## src/rtl/rtl_utils_pkg.sv

```systemverilog
// Shared definitions for small utility blocks (debounce, synchronisers).
//
// Contents:
//   deb_state_e      - debounce FSM state encoding
//   SYNC_STAGES_MIN  - smallest legal synchroniser depth
//   SYNC_STAGES_MAX  - largest legal synchroniser depth
//   stable_state()   - maps a settled level to its STABLE_* state
package rtl_utils_pkg;

    // The encodings are fixed so that a waveform or a debug readout of the
    // state can be decoded without the source at hand.
    typedef enum logic [1:0] {
        ST_STABLE_LO = 2'd0,
        ST_WAIT_HI   = 2'd1,
        ST_STABLE_HI = 2'd2,
        ST_WAIT_LO   = 2'd3
    } deb_state_e;

    // Fewer than two flops gives no metastability protection. More than
    // four only adds latency without a useful MTBF gain at our clock rates.
    localparam int unsigned SYNC_STAGES_MIN = 2;
    localparam int unsigned SYNC_STAGES_MAX = 4;

    // Resting state that corresponds to a settled level.
    function automatic deb_state_e stable_state(input logic lvl);
        return lvl ? ST_STABLE_HI : ST_STABLE_LO;
    endfunction

endpackage

```

## src/rtl/sync_ff.sv

```systemverilog
// Multi-flop synchroniser for a single asynchronous bit.
//
// Parameters:
//   SYNC_STAGES - number of flops in the chain (2..4)
//   RST_VAL     - level loaded into every flop on reset
//
// Ports:
//   clk   - destination clock
//   rst_n - synchronous active-low reset
//   d     - asynchronous input
//   q     - synchronised output (last flop of the chain)
module sync_ff
    import rtl_utils_pkg::*;
#(
    parameter int unsigned SYNC_STAGES = 2,
    parameter bit          RST_VAL     = 1'b0
) (
    input  logic clk,
    input  logic rst_n,
    input  logic d,
    output logic q
);

    if (SYNC_STAGES < SYNC_STAGES_MIN || SYNC_STAGES > SYNC_STAGES_MAX) begin : g_bad_stages
        $error("sync_ff: SYNC_STAGES must be within 2..4");
    end

    // Bit 0 is the flop that samples d; the top bit feeds q.
    logic [SYNC_STAGES-1:0] sync_q;

    always_ff @(posedge clk) begin
        if (!rst_n) begin
            sync_q <= {SYNC_STAGES{RST_VAL}};
        end else begin
            sync_q <= {sync_q[SYNC_STAGES-2:0], d};
        end
    end

    assign q = sync_q[SYNC_STAGES-1];

endmodule

```

## src/rtl/debounce_sync.sv

```systemverilog
// Synchroniser plus debouncer for a raw asynchronous input (button, switch,
// external strobe). The input is synchronised free-running on every clk. A
// level change is then accepted only after it has stayed stable for
// DEBOUNCE_CYCLES ce-qualified cycles. A change that reverts before that is
// discarded and counted as a glitch.
//
// Parameters:
//   SYNC_STAGES     - synchroniser depth (2..4)
//   DEBOUNCE_CYCLES - ce-qualified stable cycles needed to accept a change (>= 1)
//   RST_VAL         - reset level of the synchroniser, FSM state and sig_out
//   GLITCH_W        - width of the saturating glitch counter
//
// Ports:
//   clk        - system clock
//   rst_n      - synchronous active-low reset
//   ce         - clock enable for the FSM and glitch counting
//   sig_in     - raw asynchronous input
//   glitch_clr - synchronous clear of glitch_cnt; acts regardless of ce
//   sig_out    - debounced level (registered)
//   settling   - high while a level change is being qualified
//   glitch_cnt - saturating count of aborted transitions
module debounce_sync
    import rtl_utils_pkg::*;
#(
    parameter int unsigned SYNC_STAGES     = 2,
    parameter int unsigned DEBOUNCE_CYCLES = 1000,
    parameter bit          RST_VAL         = 1'b0,
    parameter int unsigned GLITCH_W        = 8
) (
    input  logic                clk,
    input  logic                rst_n,
    input  logic                ce,
    input  logic                sig_in,
    input  logic                glitch_clr,
    output logic                sig_out,
    output logic                settling,
    output logic [GLITCH_W-1:0] glitch_cnt
);

    if (SYNC_STAGES < SYNC_STAGES_MIN || SYNC_STAGES > SYNC_STAGES_MAX) begin : g_bad_stages
        $error("debounce_sync: SYNC_STAGES must be within 2..4");
    end

    if (DEBOUNCE_CYCLES < 1) begin : g_bad_cycles
        $error("debounce_sync: DEBOUNCE_CYCLES must be at least 1");
    end

    // The dwell counter counts from 0 up to DEBOUNCE_CYCLES-1 and never
    // higher. The +1 in the width keeps DEBOUNCE_CYCLES=1 at one bit.
    localparam int unsigned         CNT_W      = $clog2(DEBOUNCE_CYCLES + 1);
    localparam logic [CNT_W-1:0]    CNT_LAST   = CNT_W'(DEBOUNCE_CYCLES - 1);
    localparam logic [GLITCH_W-1:0] GLITCH_MAX = '1;

    logic s;

    deb_state_e          state_q, state_d;
    logic [CNT_W-1:0]    cnt_q, cnt_d;
    logic                sig_out_q, sig_out_d;
    logic                glitch_evt;
    logic [GLITCH_W-1:0] glitch_q;

    // ------------------------------------------------------------------
    // Synchroniser. It runs on every clk, so the FSM always sees an input
    // that is up to date, even after a long ce-low stretch.
    // ------------------------------------------------------------------
    sync_ff #(
        .SYNC_STAGES (SYNC_STAGES),
        .RST_VAL     (RST_VAL)
    ) u_sync (
        .clk   (clk),
        .rst_n (rst_n),
        .d     (sig_in),
        .q     (s)
    );

    // ------------------------------------------------------------------
    // FSM state register. State, the dwell counter and sig_out all hold on
    // clk edges where ce is low.
    // ------------------------------------------------------------------
    always_ff @(posedge clk) begin
        if (!rst_n) begin
            state_q   <= stable_state(RST_VAL);
            cnt_q     <= '0;
            sig_out_q <= RST_VAL;
        end else if (ce) begin
            state_q   <= state_d;
            cnt_q     <= cnt_d;
            sig_out_q <= sig_out_d;
        end
    end

    // ------------------------------------------------------------------
    // FSM next-state logic. sig_out only changes when a WAIT state
    // completes. An abort leaves sig_out at its old value and raises
    // glitch_evt.
    // ------------------------------------------------------------------
    always_comb begin
        state_d    = state_q;
        cnt_d      = cnt_q;
        sig_out_d  = sig_out_q;
        glitch_evt = 1'b0;

        unique case (state_q)
            ST_STABLE_LO: begin
                if (s) begin
                    state_d = ST_WAIT_HI;
                    cnt_d   = '0;
                end
            end

            ST_WAIT_HI: begin
                if (!s) begin
                    state_d    = ST_STABLE_LO;
                    glitch_evt = 1'b1;
                end else if (cnt_q == CNT_LAST) begin
                    state_d   = ST_STABLE_HI;
                    sig_out_d = 1'b1;
                end else begin
                    cnt_d = cnt_q + 1'b1;
                end
            end

            ST_STABLE_HI: begin
                if (!s) begin
                    state_d = ST_WAIT_LO;
                    cnt_d   = '0;
                end
            end

            ST_WAIT_LO: begin
                if (s) begin
                    state_d    = ST_STABLE_HI;
                    glitch_evt = 1'b1;
                end else if (cnt_q == CNT_LAST) begin
                    state_d   = ST_STABLE_LO;
                    sig_out_d = 1'b0;
                end else begin
                    cnt_d = cnt_q + 1'b1;
                end
            end

            default: begin
                state_d = stable_state(sig_out_q);
            end
        endcase
    end

    // ------------------------------------------------------------------
    // FSM outputs.
    // ------------------------------------------------------------------
    always_comb begin
        settling = (state_q == ST_WAIT_HI) || (state_q == ST_WAIT_LO);
        sig_out  = sig_out_q;
    end

    // ------------------------------------------------------------------
    // Glitch counter. A clear overrides an increment on the same edge, and
    // the count sticks at all-ones instead of wrapping.
    // ------------------------------------------------------------------
    always_ff @(posedge clk) begin
        if (!rst_n) begin
            glitch_q <= '0;
        end else if (glitch_clr) begin
            glitch_q <= '0;
        end else if (ce && glitch_evt && (glitch_q != GLITCH_MAX)) begin
            glitch_q <= glitch_q + 1'b1;
        end
    end

    assign glitch_cnt = glitch_q;

endmodule

```

## config.mk

```make
export PLATFORM = sky130hd
export DESIGN_NAME = debounce_sync
export DESIGN_NICKNAME = d
export VERILOG_FILES = /design/src/rtl/rtl_utils_pkg.sv /design/src/rtl/sync_ff.sv /design/src/rtl/debounce_sync.sv
export SDC_FILE = /design/constraint.sdc
export NUM_CORES = 1
export LEC_CHECK = 0
export BUFFER_PORTS_ARGS = -buffer_cell sky130_fd_sc_hd__buf_4
export CORE_ASPECT_RATIO = 1.1
export CORE_MARGIN = 8
export CORE_UTILIZATION = 50
export CTS_CLUSTER_SIZE = 40
export DETAILED_ROUTE_END_ITERATION = 6
export GPL_ROUTABILITY_DRIVEN = 0
export PLACE_DENSITY_LB_ADDON = 0.2
export SYNTH_ARGS = -nofsm -noshare
export SYNTH_HDL_FRONTEND = slang
export SYNTH_HIERARCHICAL = 1
export SYNTH_SLANG_ARGS = --single-unit
```

## constraint.sdc

```tcl
create_clock -name clk -period 1.62 [get_ports clk]
set_input_delay 0.162 -clock clk [delete_from_list [all_inputs] [get_ports clk]]
set_output_delay 0.162 -clock clk [all_outputs]
set_load 0.005 [all_outputs]
```

==> flow_summary.yaml <==
sta:
  setup_viol: 0
  finalMaxSlewViolations: 0
  setup_slack_ns: 0.0584
  fmax_mhz: 640
  hold_viol: 0
  fin_worst_skew_ns: 0.00174
  finalCriticalPeriod_ns: 1.56
  worst_pin_slew_ns: 0.307
  post-route-period-util_pct: 96.4
  max-slew-margin-rel_pct: 79.5
logic_synthesis:
  syn_area_um2: 1110
  syn-num-nets: 134
  synth-compound-area-share_pct: 17.3
  synth_common_cells: "23 x dfxtp_1, 11 x a21oi_1, 10 x nand2_1"
  ys.flop_type: "dfxtp_1"
  ys_seq_area_share_pct: 41.3
  yosysMostFrequentCell: "dfxtp_1"
  synthAdderAreaFrac_pct: 2.25
  async_flop_share_pct: 0
  syn_inst: 127
  synth-seq-cells: 23
  yosysTopAreaCellShare_pct: 41.3
  synth_top_family_by_area: "simple AND/OR/NAND/NOR gates"
  synthMuxAreaShare_pct: 2.70
  synth_xor_area_share_pct: 5.28
  synth.avg_cell_area_um2: 8.77
  synth_top_area_cell: "dfxtp_1"
  synth-simple-area-share_pct: 27.6
  synthDistinctLibCells: 36
  synth_edf_count: 0
  ys_warn_count: 6
  synth_area_leaders: "dfxtp_1 41%, a21oi_1 4.9%, or3_1 4.5%, nand3_1 4.0%, o21ai_0 3.6%"
setup_path:
  required_ns: 1.86
  cp-end-kind: "flip-flop"
  crit_path_max_fanout: 5
  rrSetupSlack_ns: 0.06
  arrival_ns: 1.81
  crit_type: "flip-flop to flip-flop"
  cp-start-kind: "flip-flop"
power:
  power_mw: 0.883
  p_leak_nw: 0.492
  max-vdd-ir-drop_v: 0.000454
  power_density_nw_per_um2: 618
route:
  via_count: 1064
  drt-total-wl_mm: 2.49
  drc: 0
  drt-initial-drc-count: 26
  wl_per_cell_um: 13.2
  dr.pass1.iters: 5
  antenna_left: 0
  vias_per_cell: 5.66
floorplanning:
  die_w_um: 61.0
  fp.coreArea_um2: 2180
  die_y_um: 65.5
  pin_count: 15
  start_util_pct: 51.0
  std_cell_rows: 18
  die_area_um2: 3990
grt:
  antenna_found_initial: 0
  grt_max_degree: 15
  grt_pass1_wl_mm: 3.91
  grtUsageTotal_pct: 12.5
  grt_pass1_vias: 975
  grt_overflow: 0
place:
  place_ws_ns: -0.0187
  port_buffers: 14
  dp_hpwl_mm: 1.78
status:
  status: "finished clean"
clock_network:
  clock_sinks: 23
  hold_buffers: 0
  cts.clk_slew.worst_paths_ns: 0.12
  worst_skew_pair.late_latency_ns: 0.31
  cts_root_buf: "clkbuf_4"
  cts_max_path_buffers: 2
  numCtsBuffers: 3
  cts_tree: "done"
  htree_num_levels: 1
finish:
  fillers: 191
  fin_nets: 166
  diodes: 0
  area_growth_pct: 28.3
  drive_above_1_share_pct: 27.8
worst_hold_path:
  hold_path.class: "input pin to flip-flop"
flow_run:
  cap_violations: 0
[state kept, by name, indices dropped and copies added, names as in the netlist, named ones only]
name / count
glitch_cnt: 8
state_q: 1
u_sync/sync_q: 2
cnt_q: 10
sig_out: 1
[path summary, 6_finish.rpt]
check | end | cells past startpoint | startpoint
max | glitch_cnt[5] | 5 | glitch_cnt[5]
min | u_sync/sync_q[0] | 2 | sig_in
max reg2reg | glitch_cnt[5] | 5 | glitch_cnt[5]
min reg2reg | u_sync/sync_q[1] | 1 | u_sync/sync_q[0]
[area by class of cell]
| type | instances | area (µm²) | area share [%] |
|---|---|---|---|
| inverters | 3 | 11.3 | 0.788 |
| multi-input cells | 97 | 659 | 46.1 |
| flip-flops and latches | 23 | 462 | 32.3 |
| clock buffers | 4 | 26.3 | 1.84 |
| repair buffers | 31 | 233 | 16.3 |
| well taps | 30 | 37.5 | 2.63 |
[critical path, stage by stage (launching register included)]
cell and delay, ns:
dfxtp_1 0.36, nand4_1 0.18, buf_4 0.15, o2111ai_4 0.15, or4_1 0.52, a21oi_1 0.13
[where the power goes]
| group | internal [mW] | switching, mW | leakage [nW] |
|---|---|---|---|
| Clock | 0.0962 | 0.161 | 0.0150 |
| Sequential | 0.568 | 0.00225 | 0.186 |
| Combinational | 0.0245 | 0.0302 | 0.291 |
[logic make-up (layout without fill, tap and decap cells)]
logic type | count (synthesis) | after routing
and+or+nand+nor | 55 | 55
AOI/OAI and AO/OA | 31 | 32
DFF | 23 | 23
buffers and inverters | 8 | 38
xor gates and xnor gates | 5 | 5
muxes | 3 | 3
adders and majority gates | 2 | 2
[metrics by stage]
| stage | cells | utilization [%] | setup TNS (ns) | hold slack (ns) | area (µm²) |
|---|---|---|---|---|---|
| final | 188 | 65.4 | 0 | 0.0480 | 1430 |
| after detailed placement | 178 | 60.4 | -0.0239 | 0.374 | 1320 |
| after floorplan | 127 | - | 0 | 0.284 | 1110 |
| after global placement | 178 | 60.4 | 0 | 0.365 | 1320 |
| after global routing | 188 | 65.4 | -0.0261 | 0.0378 | 1430 |
| after CTS | 183 | 62.7 | 0 | 0.0421 | 1370 |
[layer usage]
metal  GRT usage, %  part of all wire, %  up-vias
met3           2.93                  3.4        6
met4           6.12                  1.6        0
met1           12.5                   43      499
met5              0                    0        -
met2           23.0                   52       23
li1               -                    -      536
[cell usage in the layout (no fill, tap or decap), drive strengths merged, types with 3 or more instances in the layout]
cell	instances
nor2	5
mux2i	3
a21oi	11
dfxtp	23
buf	31
nand4	6
nand3	9
o31ai	3
nand2	10
or3	8
xor2	3
and2	4
clkbuf	4
or4	4
inv	3
o21ai	9
o211ai	3
[timing repair]
action | in CTS | in global routing
resized for setup | 2 | 5
setup buffers | 1 | 4
pin swaps | 1 | 5
gates cloned | 0 | 1
endpoints found under the setup margin | 2 | 5
Power figures use the tool's default switching activity.
